File: config.mk
export PLATFORM = sky130hd
export DESIGN_NAME = fetch_prefetch_queue
export DESIGN_NICKNAME = d
export VERILOG_FILES = /design/src/rtl/fetch_pkg.sv /design/src/rtl/fetch_fifo.sv /design/src/rtl/fetch_prefetch_queue.sv
export SDC_FILE = /design/constraint.sdc
export NUM_CORES = 1
export LEC_CHECK = 0
export BUFFER_PORTS_ARGS = -buffer_cell sky130_fd_sc_hd__buf_2
export CAP_MARGIN = 40
export CORE_MARGIN = 2
export CORE_UTILIZATION = 30
export DETAILED_ROUTE_END_ITERATION = 7
export SETUP_SLACK_MARGIN = 0.02
export SLEW_MARGIN = 20
export SYNTH_ARGS = -nofsm -noshare
export SYNTH_HDL_FRONTEND = slang
export SYNTH_SLANG_ARGS = --single-unit
File: constraint.sdc
create_clock -name clk -period 3.2 [get_ports clk]
set_clock_uncertainty 0.15 [all_clocks]
set_input_delay 0.48 -clock clk [delete_from_list [all_inputs] [get_ports clk]]
set_output_delay 0.48 -clock clk [all_outputs]
set_load 0.01 [all_outputs]
File: src/rtl/fetch_pkg.sv
// Shared definitions for the prefetching fetch stage: PC step, FSM states
// and the width helper for queue/outstanding counters.
package fetch_pkg;

  localparam int PC_STEP = 4;

  typedef enum logic {
    RUN   = 1'b0,
    FLUSH = 1'b1
  } state_e;

  // One extra bit so a counter can hold the value DEPTH itself.
  function automatic int cnt_w(input int depth);
    return $clog2(depth) + 1;
  endfunction

endpackage

File: src/rtl/fetch_fifo.sv
// Synchronous FIFO holding {instruction, pc} entries; flush empties it in one
// cycle and overrides any push/pop presented in the same cycle.
module fetch_fifo
  import fetch_pkg::*;
#(
  parameter int WIDTH = 64,
  parameter int DEPTH = 4,
  localparam int CW = cnt_w(DEPTH)
) (
  input  logic             clk,
  input  logic             reset,
  input  logic             flush,
  input  logic             push,
  input  logic             pop,
  input  logic [WIDTH-1:0] wdata,
  output logic [WIDTH-1:0] rdata,
  output logic             full,
  output logic             empty,
  output logic [CW-1:0]    count
);

  localparam int PW = $clog2(DEPTH);

  logic [WIDTH-1:0] mem_q [DEPTH];
  logic [WIDTH-1:0] mem_d [DEPTH];
  logic [PW-1:0]    wr_ptr_q, wr_ptr_d;
  logic [PW-1:0]    rd_ptr_q, rd_ptr_d;
  logic [CW-1:0]    count_q, count_d;

  always_comb begin
    mem_d    = mem_q;
    wr_ptr_d = wr_ptr_q;
    rd_ptr_d = rd_ptr_q;
    count_d  = count_q;
    if (flush) begin
      wr_ptr_d = '0;
      rd_ptr_d = '0;
      count_d  = '0;
    end else begin
      if (push) begin
        mem_d[wr_ptr_q] = wdata;
        wr_ptr_d        = wr_ptr_q + PW'(1);
      end
      if (pop) begin
        rd_ptr_d = rd_ptr_q + PW'(1);
      end
      count_d = count_q + CW'(push) - CW'(pop);
    end
  end

  always_ff @(posedge clk or negedge reset) begin
    if (!reset) begin
      for (int i = 0; i < DEPTH; i++) mem_q[i] <= '0;
      wr_ptr_q <= '0;
      rd_ptr_q <= '0;
      count_q  <= '0;
    end else begin
      mem_q    <= mem_d;
      wr_ptr_q <= wr_ptr_d;
      rd_ptr_q <= rd_ptr_d;
      count_q  <= count_d;
    end
  end

  assign rdata = mem_q[rd_ptr_q];
  assign full  = (count_q == CW'(DEPTH));
  assign empty = (count_q == '0);
  assign count = count_q;

endmodule

File: src/rtl/fetch_prefetch_queue.sv
// Prefetching fetch stage: in-order imem requests, DEPTH-entry response queue,
// redirect flush with stale-response dropping. FETCH_STATS_EN adds counters.
module fetch_prefetch_queue
  import fetch_pkg::*;
#(
  parameter int ADDR_W = 32,
  parameter int DATA_W = 32,
  parameter int DEPTH  = 4,
  parameter logic [ADDR_W-1:0] RESET_PC = '0
) (
  input  logic              clk,
  input  logic              reset,
  output logic              imem_req,
  output logic [ADDR_W-1:0] imem_addr,
  input  logic              imem_gnt,
  input  logic              imem_rvalid,
  input  logic [DATA_W-1:0] imem_rdata,
  output logic              instr_valid,
  input  logic              instr_ready,
  output logic [DATA_W-1:0] instr,
  output logic [ADDR_W-1:0] instr_pc,
  input  logic              redirect,
`ifdef FETCH_STATS_EN
  output logic [31:0]       stat_fetched,
  output logic [31:0]       stat_dropped,
`endif
  input  logic [ADDR_W-1:0] redirect_pc
);

  localparam int CW = cnt_w(DEPTH);
  localparam int FW = DATA_W + ADDR_W;

  state_e            state_q, state_d;
  logic [ADDR_W-1:0] fetch_pc_q, fetch_pc_d;
  logic [ADDR_W-1:0] rsp_pc_q, rsp_pc_d;
  logic [CW-1:0]     outstanding_q, outstanding_d;
  logic [CW-1:0]     drop_cnt_q, drop_cnt_d;

  logic [ADDR_W-1:0] target_pc;
  logic [CW:0]       in_use;
  logic              accept, push, pop;
  logic [FW-1:0]     fifo_rdata;
  logic              fifo_full, fifo_empty;
  logic [CW-1:0]     fifo_count;

  assign target_pc = redirect_pc & ~ADDR_W'(PC_STEP - 1);
  // Queue slots plus in-flight responses may never exceed DEPTH, so every response has a home.
  assign in_use    = {1'b0, fifo_count} + {1'b0, outstanding_q};
  assign imem_req  = reset && !redirect && !fifo_full && (in_use < (CW+1)'(DEPTH));
  assign imem_addr = fetch_pc_q;
  assign accept    = imem_req && imem_gnt;
  assign push      = imem_rvalid && (state_q == RUN) && !redirect;

  assign instr_valid = reset && !fifo_empty && !redirect;
  assign pop         = instr_valid && instr_ready;
  assign instr       = fifo_empty ? '0 : fifo_rdata[FW-1:ADDR_W];
  assign instr_pc    = fifo_empty ? '0 : fifo_rdata[ADDR_W-1:0];

  fetch_fifo #(
    .WIDTH (FW),
    .DEPTH (DEPTH)
  ) u_fifo (
    .clk   (clk),
    .reset (reset),
    .flush (redirect),
    .push  (push),
    .pop   (pop),
    .wdata ({imem_rdata, rsp_pc_q}),
    .rdata (fifo_rdata),
    .full  (fifo_full),
    .empty (fifo_empty),
    .count (fifo_count)
  );

  always_comb begin
    state_d       = state_q;
    drop_cnt_d    = drop_cnt_q;
    outstanding_d = outstanding_q + CW'(accept) - CW'(imem_rvalid);
    fetch_pc_d    = accept ? fetch_pc_q + ADDR_W'(PC_STEP) : fetch_pc_q;
    rsp_pc_d      = push ? rsp_pc_q + ADDR_W'(PC_STEP) : rsp_pc_q;
    if (redirect) begin
      fetch_pc_d = target_pc;
      rsp_pc_d   = target_pc;
      drop_cnt_d = outstanding_q - CW'(imem_rvalid);
      state_d    = (drop_cnt_d != '0) ? FLUSH : RUN;
    end else begin
      case (state_q)
        FLUSH: begin
          if (imem_rvalid) begin
            drop_cnt_d = drop_cnt_q - CW'(1);
            if (drop_cnt_q == CW'(1)) state_d = RUN;
          end
        end
        default: state_d = RUN;
      endcase
    end
  end

  always_ff @(posedge clk or negedge reset) begin
    if (!reset) begin
      state_q       <= RUN;
      fetch_pc_q    <= RESET_PC;
      rsp_pc_q      <= RESET_PC;
      outstanding_q <= '0;
      drop_cnt_q    <= '0;
    end else begin
      state_q       <= state_d;
      fetch_pc_q    <= fetch_pc_d;
      rsp_pc_q      <= rsp_pc_d;
      outstanding_q <= outstanding_d;
      drop_cnt_q    <= drop_cnt_d;
    end
  end

`ifdef FETCH_STATS_EN
  logic [31:0] stat_fetched_q, stat_fetched_d;
  logic [31:0] stat_dropped_q, stat_dropped_d;
  logic [32:0] dropped_sum;

  // A discard is any response not pushed, plus every entry wiped by a redirect.
  always_comb begin
    dropped_sum    = {1'b0, stat_dropped_q} + 33'(imem_rvalid && !push)
                     + (redirect ? 33'(fifo_count) : 33'd0);
    stat_dropped_d = dropped_sum[32] ? '1 : dropped_sum[31:0];
    stat_fetched_d = stat_fetched_q;
    if (pop && (stat_fetched_q != '1)) stat_fetched_d = stat_fetched_q + 32'd1;
  end

  always_ff @(posedge clk or negedge reset) begin
    if (!reset) begin
      stat_fetched_q <= '0;
      stat_dropped_q <= '0;
    end else begin
      stat_fetched_q <= stat_fetched_d;
      stat_dropped_q <= stat_dropped_d;
    end
  end

  assign stat_fetched = stat_fetched_q;
  assign stat_dropped = stat_dropped_q;
`endif

endmodule
# --- After elaboration in Yosys (flattened, before gate mapping) ---
# Cells that the tools add are included.
totals:
  ff_bits: 334
  input_bits: 70
  out_inout_bits: 98
  elab_cells: 80
classes:
  add_sub_neg: 11
  order_cmp: 4
  n_eq_ne: 2
  muxes: 25
  n_bitwise: 4
  n_reduce_logical: 22
ops:
  columns: ["cell", "n"]
  rows:
  - ["256-bit bitwise mux", 1]
  - ["32-bit 2-to-1 mux", 6]
  - ["64-bit 2-to-1 mux", 3]
  - ["64-bit binary-select mux with 2-bit select", 1]
  - ["64-bit demux with 2-bit select", 1]
  - ["32-bit by 3-bit adder with 32-bit output (second input constant)", 2]
  - ["3-bit 2-to-1 mux", 4]
  - ["1-bit logical AND", 10]
  - ["2-bit nonzero test", 5]
  - ["3-bit by 1-bit subtractor with 3-bit output", 3]
  - ["2-bit 2-to-1 mux", 4]
  - ["3-bit by 1-bit adder with 3-bit output", 2]
  - ["3-bit greater-or-equal comparator (second input constant)", 2]
  - ["2-bit inverter with 3-bit output", 2]
  - ["1-bit 2-to-1 mux", 5]
  - ["2-bit by 1-bit adder with 2-bit output (second input constant)", 2]
  - ["3-bit by 3-bit adder with 4-bit output", 1]
  - ["4-bit by 3-bit less-than comparator with 1-bit output (second input constant)", 1]
  - ["2-bit AND reduction", 2]
  - ["3-bit by 1-bit == test with 1-bit output (second input constant)", 1]
  - ["3-bit == test (second input constant)", 1]
  - ["1-bit logical NOT", 3]
  - ["3-bit logical NOT", 1]
  - ["3-bit by 1-bit less-than comparator with 1-bit output (second input constant)", 1]
  - ["other kinds (3)", 4]

# --- Logic depth before layout (Yosys ltp) ---
# Gate-level depths: netlist (run 1).
logic_depth:
  depth_word: 7
  ltp_mapped: 12
  depth_no_buf: 12

# --- Cells and area by module ---
# A second synthesis (run 1) with hierarchy kept.
hier_totals:
  cells_unflattened: 1133
  area_unflattened_um2: 16816.1
modules_own_cells:
  columns: ["module", "instances", "cells_each", "area_each_um2"]
  rows:
  - ["fetch_fifo", 1, 659, 12385.6]
  - ["fetch_prefetch_queue", 1, 474, 4430.5]

# --- Least setup slack after synthesis (run 1) ---
# Ideal clock, no wire load.
synth_timing:
  path_type: "register to register"
  start: "register outstanding_q[2]"
  end: "register outstanding_q[2]"
  setup_time_ps: 80
  arrival_time_ps: 2730
  path_slack_ps: 240
  stages_incl_launch_ff: 13
  cell_sequence: "dfrtp_1 ha_1 or4_1 buf_2 nor2_8 inv_2 ha_1 inv_1 ha_1 inv_1 fa_1 xnor2_1 xnor2_1"
synth_between:
  elab_chain_len: 6
synth_lines:
  columns: ["element", "line", "source"]
  rows:
  - ["start, declared", "fetch_prefetch_queue.sv:36", "logic [CW-1:0] outstanding_q, outstanding_d;"]
  - ["start signal, assigned", "fetch_prefetch_queue.sv:110", "outstanding_q <= outstanding_d;"]
  - ["3-bit by 3-bit adder with 4-bit output", "fetch_prefetch_queue.sv:48", "assign in_use = {1'b0, fifo_count} + {1'b0, outstanding_q};"]
  - ["4-bit by 3-bit less-than comparator with 1-bit output", "fetch_prefetch_queue.sv:49", "assign imem_req = reset && !redirect && !fifo_full && (in_use < (CW+1)'(DEPTH));"]
  - ["1-bit logical AND", "fetch_prefetch_queue.sv:49", null]
  - ["1-bit logical AND", "fetch_prefetch_queue.sv:51", "assign accept = imem_req && imem_gnt;"]
  - ["3-bit by 1-bit adder with 3-bit output *", "fetch_prefetch_queue.sv:78", "outstanding_d = outstanding_q + CW'(accept) - CW'(imem_rvalid);"]
  - ["3-bit by 1-bit subtractor with 3-bit output *", "fetch_prefetch_queue.sv:78", null]
  - ["named net outstanding_d[2]", "fetch_prefetch_queue.sv:36", null]
# Mark *: on every way through the listed nets, which the timed path passes. The rest lies on a longest branch.
# A chain may end at the register's enable or synchronous reset.

# --- Worst setup path in the final report (run 1) ---
layout_timing:
  start: "register u_fifo.rd_ptr_q[0]"
  end: "output instr_pc[4]"
layout_between:
  elab_chain_len: 5
layout_lines:
  columns: ["element", "line", "source"]
  rows:
  - ["start, declared", "fetch_fifo.sv:27", "logic [PW-1:0] rd_ptr_q, rd_ptr_d;"]
  - ["start signal, assigned", "fetch_fifo.sv:60", "rd_ptr_q <= rd_ptr_d;"]
  - ["2-bit inverter with 3-bit output (not written as such)", "fetch_fifo.sv:65", "assign rdata = mem_q[rd_ptr_q];"]
  - ["64-bit binary-select mux with 2-bit select", "fetch_fifo.sv:65", null]
  - ["64-bit 2-to-1 mux (not written as such) (2 in a row)", "fetch_fifo.sv:65", null]
  - ["32-bit 2-to-1 mux", "fetch_prefetch_queue.sv:57", "assign instr_pc = fifo_empty ? '0 : fifo_rdata[ADDR_W-1:0];"]
  - ["end, declared", "fetch_prefetch_queue.sv:21", "output logic [ADDR_W-1:0] instr_pc,"]
# Every way passes these cells. The select of a mux whose other input is x is not followed.

==> results.cfg, run 1 <==
[synthesis]
synth_largest_area_cell = dfrtp_1
synthAdderAreaFrac_pct = 1.56
ys.flop_type = dfrtp_1
netlist_area_um2 = 15400
synthTopCellsByArea = dfrtp_1 (52%), mux2_2 (19%), mux4_2 (9.1%)
async_reset_ff_share_pct = 100
ys_seq_elements = 322
yosys.cell_types.count = 52
yosysTopAreaCellShare_pct = 52.5
ys_seq_area_share_pct = 52.5
muxShareOfSynthArea_pct = 28.4
synth_cells = 1132
synth_top_family_by_area = multiplexers
yosys_warnings = 0
synth-xor-area-share_pct = 2.57
synth_edf_count = 0
synth-simple-area-share_pct = 9.08
synth.avg_cell_area_um2 = 13.6
synth_compound_area_share_pct = 3.17

[global_route]
antenna_found_initial = 0
use_met2_pct = 23.4
grt_max_degree = 133
gr-total-overflow = 0
grt_use_met1_pct = 20.3
grt_pass1_wl_um = 60500
grt_pass1_vias = 10300
top_usage_layer = met2
met3_usage_pct = 2.90
grt_use_total_pct = 14.6

[pwr]
p_int_w = 0.00913
swShare_pct = 27.8
p_switching_w = 0.00352
peakVddDrop_v = 0.000300
powerDensity_nw_per_um2 = 688
clkPwrFrac_pct = 34.2
power.leakage_nw = 8.24
p_seq_share_pct = 43.5
p_comb_share_pct = 22.3

[sta]
fin_crit_sh_pct = 94.9
max_freq_ghz = 0.329
final-hold-violation-count = 0
slew_headroom_pct = 45.7
tightest_slew_ps = 809
rsz0062_at_grt = no
timing.hold.ws_ps = 44.5
fin_ws_ps = 164
period_minus_slack_ps = 3040
setup_violations = 0
final.setup.tns_ps = 0
slew_violations = 0

[cts]
numCtsBuffers = 38
clk_pin_slew_ps = 60
clockBufferDepth = 3
htreeDepth = 2
clock_latency_ps = 560
root_buffer = clkbuf_16
numClockSinks = 322
cts_tree = yes

[worst_setup_path]
crit_fanout = 17
critPathRequiredTime_ps = 2570
cp-start-kind = flip-flop
r2r_slack_ps = 250
end_kind = output port
arrival_ps = 2410
critical_path_class = flip-flop to output port

[placement]
dp_slack_ps = 149
gp_congestion = 0.795
numPortBuffers = 161
postPlaceCellArea_um2 = 17100
dpl.hpwl_um = 25400

[worst_hold_path]
hold_path.class = input port to flip-flop

[floorplanning]
rows = 82
start_util_pct = 30.5
dieArea_um2 = 53000
coreArea_um2 = 50400
pin_count = 168
die_w_um = 230
die_h_um = 230

[finish]
nets = 1378
drive_above_1_share_pct = 44.7
stdcell_area_um2 = 18400
area.growth.synth_to_final_pct = 19.6

[run_status]
run_status = completed

[route]
remaining_drc_errors = 0
vias = 9946
drtIter0Drc = 517
routed_wl_um = 38500
antenna_left = 0
routedWlPerCell_um = 19.3
drtPass1Iterations = 5
via_per_inst = 5.00

[run]
maxCapViolCount = 0
==> cells in the final DEF, fill, tap and decap left out, types with 11 or more instances in the layout <==
cell type  Yosys  final
nand2_1       48     48
nand4_1       21     21
clkbuf_16      0     39
mux2_2       261    261
o211ai_1      15     15
inv_1         23     23
clkbuf_8       0     11
dfrtp_1      322    320
buf_4          4     18
nand3_1       29     29
nor2b_1       65     65
nor2_1        20     20
ha_1          16     16
mux4_2        62     62
xor2_1        16     16
o21ai_0       28     28
xnor2_1       29     29
buf_2         26    161
==> cell families (layout without fill, tap and decap cells) <==
group | count (synthesis) | count (layout)
buffers and inverters | 101 | 283
AO/OA/AOI/OAI | 74 | 74
multiplexers | 325 | 325
adder cells (fa/ha/maj) | 18 | 18
XOR/XNOR | 45 | 45
other | 1 | 5
flip-flops | 322 | 322
AND/OR/NAND/NOR | 246 | 246
==> layout make-up <==
type / count / area [µm²]
Sequential cell: 322 / 8060
Timing Repair Buffer: 192 / 1200
Clock inverter: 8 / 91.3
Clock buffer: 59 / 1160
Inverter: 24 / 90.1
Antenna cell: 1 / 2.50
Multi-Input combinational cell: 712 / 6920
Tap cell: 672 / 841
Fill cell: 4883 / 32000
==> critical path, stage by stage, from the launching register on <==
cell,delay (ps)
dfrtp_4,670
buf_4,290
mux4_2,520
nor2b_1,180
buf_2,170
==> registers in the layout, summed over array words and instances (netlist names) <==
signal,flops
u_fifo.rd_ptr_q,2
u_fifo.mem_q,248
outstanding_q,3
rsp_pc_q,30
u_fifo.wr_ptr_q,2
drop_cnt_q,3
imem_addr,30
state_q,1
u_fifo.count,3
==> metal layers <==
layer,up-vias,routed length (µm)
met4,0,641
met1,5225,17700
met3,45,1850
li1,4426,-
met5,-,0
met2,250,18300
==> synthesized netlist by cell type, types with 2 or more instances <==
library cell	count
fa_1	2
and4_1	5
or3_1	6
buf_2	26
nor2b_1	65
dfrtp_1	322
nor4_1	7
clkbuf_1	44
xor2_1	16
o31a_1	2
ha_1	16
buf_4	4
o21ai_0	28
nor2_1	20
buf_1	3
and4b_1	2
mux2i_1	2
o211ai_1	15
nand3b_1	2
and3_1	13
xnor2_1	29
a211oi_1	2
nand3_1	29
a21oi_1	10
inv_1	23
mux4_2	62
or4_1	4
nand2_1	48
o311a_1	2
nand4_1	21
o311ai_1	5
a31oi_1	2
nor3_1	11
and2_1	6
mux2_2	261
==> what timing repair did <==
| action | in CTS | in global routing |
|---|---|---|
| gates resized for setup | 0 | 1 |
| endpoints found under the hold margin | 30 | 0 |
| hold buffers | 1 | 0 |
| endpoints found under the setup margin | 0 | 1 |
| setup buffers | 0 | 0 |
==> per-stage QoR <==
step,total power [W],util [%],instances
finish,0.0126,36.5,1990
floorplan,0.00739,-,1135
CTS,0.0129,36.4,1988
detailed placement,0.00842,33.9,1920
global placement,0.00827,33.7,1914
global route,0.0134,36.5,1989
==> worst paths after layout <==
check                                                    start                             to  cells after the start
worst max-delay path            u_fifo.rd_ptr_q[0]$_DFFE_PN0P_                    instr_pc[4]                      4
worst min-delay path                           redirect_pc[28]      imem_addr[28]$_DFFE_PN0P_                      3
worst max register to register      outstanding_q[2]$_DFF_PN0_     outstanding_q[2]$_DFF_PN0_                     11
worst min register to register    u_fifo.mem_q[76]$_DFFE_PN0P_   u_fifo.mem_q[76]$_DFFE_PN0P_                      1
max in group asynchronous                                reset  u_fifo.mem_q[200]$_DFFE_PN0P_                      4
min in group asynchronous                                reset  u_fifo.mem_q[229]$_DFFE_PN0P_                      3
==> power groups by stage <==
stage                     Combinational (W)  Sequential, W  Clock [W]
after floorplan                     0.00203        0.00536          0
after global placement              0.00277        0.00550          0
after detailed placement            0.00287        0.00556          0
after CTS                           0.00288        0.00550    0.00447
after global routing                0.00310        0.00562    0.00465
final                               0.00282        0.00550    0.00432
(Power assumes the default switching activity.)
==> inputs of run 2 (changes only) <==
SYNTH_HIERARCHICAL = 1   (was unset)
==> run 2 against run 1 <==
Effect of this change: cell area up 7.3%; flip-flop and latch count up 8; critical path depth unchanged; wire length up 4.0%; largest power group unchanged; critical path type unchanged; highest routed layer unchanged; synthesized area up 9.5%; global-route usage down 0.60 points.
==> results.cfg, run 2 <==
[synthesis]
yosys_warnings = 6
synthTopCellsByArea = dfrtp_1 (49%), mux2_4 (17%), mux4_2 (8.6%)
yosys-top-cells-count = dfrtp_1 (330), mux2_4 (190), mux2_2 (77)
ys_seq_elements = 330
async_reset_ff_share_pct = 100
ys.flop_type = dfrtp_1
muxShareOfSynthArea_pct = 31.9
synthAdderAreaFrac_pct = 1.43
synth_largest_area_cell = dfrtp_1
synth_cells = 1133
synth.avg_cell_area_um2 = 14.8
synth_edf_count = 0
netlist_area_um2 = 16800
yosysTopAreaCellShare_pct = 49.1
synth.most_common_cell = dfrtp_1
synth-xor-area-share_pct = 2.84
ys_seq_area_share_pct = 49.1
synth_compound_area_share_pct = 1.94
yosys.cell_types.count = 62
synth-simple-area-share_pct = 8.47
synth_top_family_by_area = multiplexers

[placement]
placed_cells_incl_taps = 2013
dpl.hpwl_um = 25800
numPortBuffers = 163
gp_congestion = 0.767

[floorplanning]
dieArea_um2 = 58000
rows = 86
start_util_pct = 30.4
coreArea_um2 = 55300
die_w_um = 241
die_h_um = 241
pin_count = 168

[sta]
fin_crit_sh_pct = 88.8
max_freq_ghz = 0.352
slew_headroom_pct = 30.8
rsz0062_at_grt = no
period_minus_slack_ps = 2840
slew_violations = 0
final.setup.tns_ps = 0
setup_violations = 0
tightest_slew_ps = 1040
final-hold-violation-count = 0

[pwr]
powerDensity_nw_per_um2 = 642
peakVddDrop_v = 0.000357
power.leakage_nw = 9.58
power_w = 0.0127

[global_route]
grt_max_degree = 171
antenna_found_initial = 0
grt_pass1_vias = 10800
grt_pass1_wl_um = 63200
gr-total-overflow = 0
grt_use_total_pct = 14.0

[worst_setup_path]
critPathRequiredTime_ps = 2570
crit_fanout = 22
critical_path_class = flip-flop to output port
cp_cell_sequence = buf_12, mux4_2, nor2b_1, buf_2
crit_family = multiplexers
cp-start-kind = flip-flop
cp.buffers_inverters = 2
r2r_slack_ps = 420
max_stage_delay_ps = 580
worstSetupStartpoint = u_fifo/rd_ptr_q[0]$_DFFE_PN0P_
cp.depth = 4
cpMaxStageDelayCell = mux4_2
reg2reg_from = outstanding_q[2]$_DFF_PN0_
end_kind = output port
reg2regPathDepth = 10
arrival_ps = 2210
reg2reg_to = outstanding_q[2]$_DFF_PN0_

[route]
routed_wl_um = 40000
drtIter0Drc = 452
drtPass1Iterations = 4
remaining_drc_errors = 0
vias = 9954
antenna_left = 0
via_per_inst = 4.77
routedWlPerCell_um = 19.2

[run]
maxCapViolCount = 0

[cts]
clockBufferDepth = 3
post-cts-setup-buffers = 0
clock_latency_ps = 560
numCtsBuffers = 39
clk_pin_slew_ps = 60
numClockSinks = 330
root_buffer = clkbuf_16
cts_tree = yes
htreeDepth = 2

[finish]
diodes = 0
drive_above_1_share_pct = 45.8
largest_register_ffs = 256
fin_cells = 2085
area.growth.synth_to_final_pct = 17.3
nets = 1395
largest-register = u_fifo/mem_q
final_cell_mix = dfrtp_1 (328), mux2_4 (190), buf_2 (162)
fin_util_pct = 35.7
layout_commonest_cell = dfrtp_1

[worst_hold_path]
hold-path-endpoint = imem_addr[18]$_DFFE_PN0P_
hp-start = redirect_pc[18]
hold_depth = 2
hold_path.class = input port to flip-flop

[run_status]
run_status = completed
==> run 2: routing by layer <==
metal | GRT usage, % | vias to the layer above | routed length, µm | share of wire [%]
met5 | 0 | - | 0 | 0
met4 | 4.19 | 0 | 898 | 2.2
met3 | 2.63 | 53 | 1700 | 4.2
met2 | 22.5 | 207 | 18900 | 47
met1 | 19.3 | 5252 | 18500 | 46
li1 | - | 4442 | - | -
==> run 2: how the worst max path moves through the flow <==
stage,endpoint,slack (ps)
after floorplan,outstanding_q[2]$_DFF_PN0_,250
after global placement,u_fifo/mem_q[191]$_DFFE_PN0P_,420
after detailed placement,outstanding_q[2]$_DFF_PN0_,420
after CTS,instr_pc[15],290
after global routing,instr_pc[29],260
final,instr_pc[15],360
==> run 2: cells by family (layout without fill, tap and decap cells) <==
kind of cell,Yosys count,count (layout)
muxes,350,350
AOI/OAI and AO/OA,50,50
DFF,330,330
other,1,10
buffers and inverters,95,290
xor gates and xnor gates,53,53
adders and majority gates,18,18
and+or+nand+nor,236,236
==> run 2: worst reg2reg max path, stage by stage, from the launching register on <==
cell,delay [ps]
dfrtp_1,420
ha_1,320
nor4_2,280
and4_1,300
inv_2,50
ha_1,270
inv_1,40
ha_1,180
fa_1,380
xor2_1,160
xnor2_1,130
==> run 2: layout make-up <==
class | count | area, µm²
clock inverter | 19 | 225
fill | 5318 | 35600
inverter | 23 | 86.3
timing repair buffer | 196 | 1220
clock buffer | 52 | 1110
multi-input combinational | 717 | 7880
sequential | 330 | 8270
tap | 748 | 936
==> run 2: timing repair <==
| action | 4_1_cts | 5_1_grt |
|---|---|---|
| resized for setup | 0 | 0 |
| hold endpoints to repair | 34 | 0 |
| hold buffers | 1 | 0 |
==> run 2: through the flow <==
step	instance area [µm²]	setup slack, ps	hold slack [ps]
after floorplan	16800	248	34.4
after global placement	18300	422	319
after detailed placement	18400	417	330
after CTS	19700	291	8.25
after global routing	19700	264	32.3
final	19700	359	37.9
==> run 2: power breakdown <==
part | switching, W | internal, W | leakage [nW]
clock | 0.00184 | 0.00277 | 0.657
sequential | 0.000487 | 0.00480 | 4.35
combinational | 0.00111 | 0.00166 | 4.57
==> inputs of run 3 (changes only) <==
CORE_MARGIN = unset   (was 2)
SETUP_SLACK_MARGIN = 0.4   (was 0.02)
==> run 3 against run 2 <==
Effect of this change: worst hold slack gained 0.75 ps; power grew 1.2%; sequential share of layout area shrank 0.87 points; critical endpoint unchanged; flip-flop and latch count is the same; sequential power is essentially flat; largest power group unchanged; global-route usage grew 0.55 points; worst setup slack gained 7.7 ps; wire length grew 4.5%; die area shrank 1.7%; clock power is essentially flat.
==> results.cfg, run 3 (synthesis results as in run 2) <==
[route]
via_per_inst = 4.80
routedWlPerCell_um = 19.9
routed_wl_um = 41800
remaining_drc_errors = 0
vias = 10100
drtPass1Iterations = 4
antenna_left = 0
drtIter0Drc = 396

[finish]
largest_register_ffs = 256
diodes = 0
fill_cells = 5306
fin_util_pct = 36.5
fin_cells = 2099
final_cell_mix = dfrtp_1 (325), mux2_4 (190), buf_2 (154)
nets = 1412
layout_commonest_cell = dfrtp_1
multi_input_area_um2 = 7940
seqCellArea_um2 = 8270
drive_above_1_share_pct = 46.6
largest-register = u_fifo/mem_q
area.growth.synth_to_final_pct = 19.8

[sta]
slew_violations = 0
rsz0062_at_grt = yes
slew_headroom_pct = 50.3
max_freq_ghz = 0.353
final.setup.tns_ps = 0
final-hold-violation-count = 0
period_minus_slack_ps = 2830
fin_crit_sh_pct = 88.5
tightest_slew_ps = 746
setup_violations = 0

[global_route]
antenna_found_initial = 2
grt_pass1_vias = 10700
grt_pass1_wl_um = 64400
gr-total-overflow = 0
grt_max_degree = 124
grt_use_total_pct = 14.6

[worst_setup_path]
cpMaxStageDelayCell = mux4_2
cp-start-kind = flip-flop
arrival_ps = 2200
critPathRequiredTime_ps = 2570
max_stage_delay_ps = 530
crit_fanout = 6
critical_path_class = flip-flop to output port
cp_cell_sequence = buf_12, clkbuf_16, mux4_2, nor2b_1, buf_2
end_kind = output port

[run]
maxCapViolCount = 0

[floorplanning]
rows = 86
coreArea_um2 = 55200
die_w_um = 239
dieArea_um2 = 57000
start_util_pct = 30.5
die_h_um = 239
pin_count = 168

[cts]
root_buffer = clkbuf_16
clk_pin_slew_ps = 50
cts_tree = yes
clock_latency_ps = 570
numCtsBuffers = 41
htreeDepth = 2
numClockSinks = 330
clockBufferDepth = 3

[pwr]
power.leakage_nw = 9.72
powerDensity_nw_per_um2 = 637
peakVddDrop_v = 0.000319

[placement]
dpl.hpwl_um = 25400
numPortBuffers = 163
gp_congestion = 0.756
placed_cells_incl_taps = 2010

[worst_hold_path]
hold_path.class = input port to flip-flop

[run_status]
run_status = completed
[run 3: cell types whose count changed in the layout (fill, tap and decap cells not counted), sizes merged]
cell / delta
bufbuf: +1
inv: -1
buf: +3
bufinv: -1
dlygate4sd3: +7
clkbuf: +8
clkinvlp: +1
clkinv: -4
[run 3: power by group]
group	total, W	internal [W]	switching (W)
sequential	0.00531	0.00480	0.000501
clock	0.00461	0.00277	0.00185
combinational	0.00290	0.00176	0.00115
total	0.0128	0.00933	0.00349
[run 3: area by class of cell]
class	count	share of cell area (%)
flip-flops and latches	330	41.0
clock buffers	56	5.72
inverters	23	0.429
well taps	748	4.65
multi-input cells	717	39.4
clock inverters	14	0.907
repair buffers	211	7.80
[run 3: path summary, 6_finish.rpt]
| path | end | depth (start not counted) | slack [ps] | start |
|---|---|---|---|---|
| setup / recovery | instr_pc[15] | 5 | 370 | u_fifo/rd_ptr_q[0]$_DFFE_PN0P_ |
| hold / removal | rsp_pc_q[6]$_DFFE_PN0N_ | 2 | 40 | redirect_pc[6] |
| setup reg to reg | outstanding_q[2]$_DFF_PN0_ | 10 | 530 | outstanding_q[2]$_DFF_PN0_ |
| hold reg to reg | u_fifo/mem_q[19]$_DFFE_PN0P_ | 1 | 340 | u_fifo/mem_q[19]$_DFFE_PN0P_ |
| max in group asynchronous | u_fifo/mem_q[196]$_DFFE_PN0P_ | 5 | 1190 | reset |
| min in group asynchronous | u_fifo/mem_q[5]$_DFFE_PN0P_ | 3 | 520 | reset |
[run 3: routing by layer]
metal  routed length (µm)  vias up  global-route usage [%]
li1                     -     4468                       -
met1                19100     5333                    19.8
met2                19700      207                    22.8
met3                 2180       54                    3.53
met4                  784        4                    4.22
met5                   31        -                       0
[run 3: per-stage QoR]
stage / hold slack, ps / area (µm²) / worst slack, ps / power [W]
floorplan: 34.4 / 16900 / 412 / 0.00726
global placement: 319 / 18300 / 390 / 0.00805
detailed placement: 329 / 18400 / 385 / 0.00816
CTS: 2.82 / 19900 / 309 / 0.0129
global route: 24.2 / 20100 / 319 / 0.0135
finish: 38.6 / 20100 / 367 / 0.0128
[run 3: repair_timing]
action | CTS | global route
setup buffers | 2 | 0
hold endpoints to repair | 128 | 0
endpoints found under the setup margin | 51 | 70
cloned | 3 | 5
pin swaps | 0 | 3
resized for setup | 5 | 28
hold buffers | 8 | 0
[run 3: critical path: cells and delay by family (launching register included)]
family	cells	cell delay, ps
buffers and inverters	3	510
and+or+nand+nor	1	150
muxes	1	530
DFF	1	450
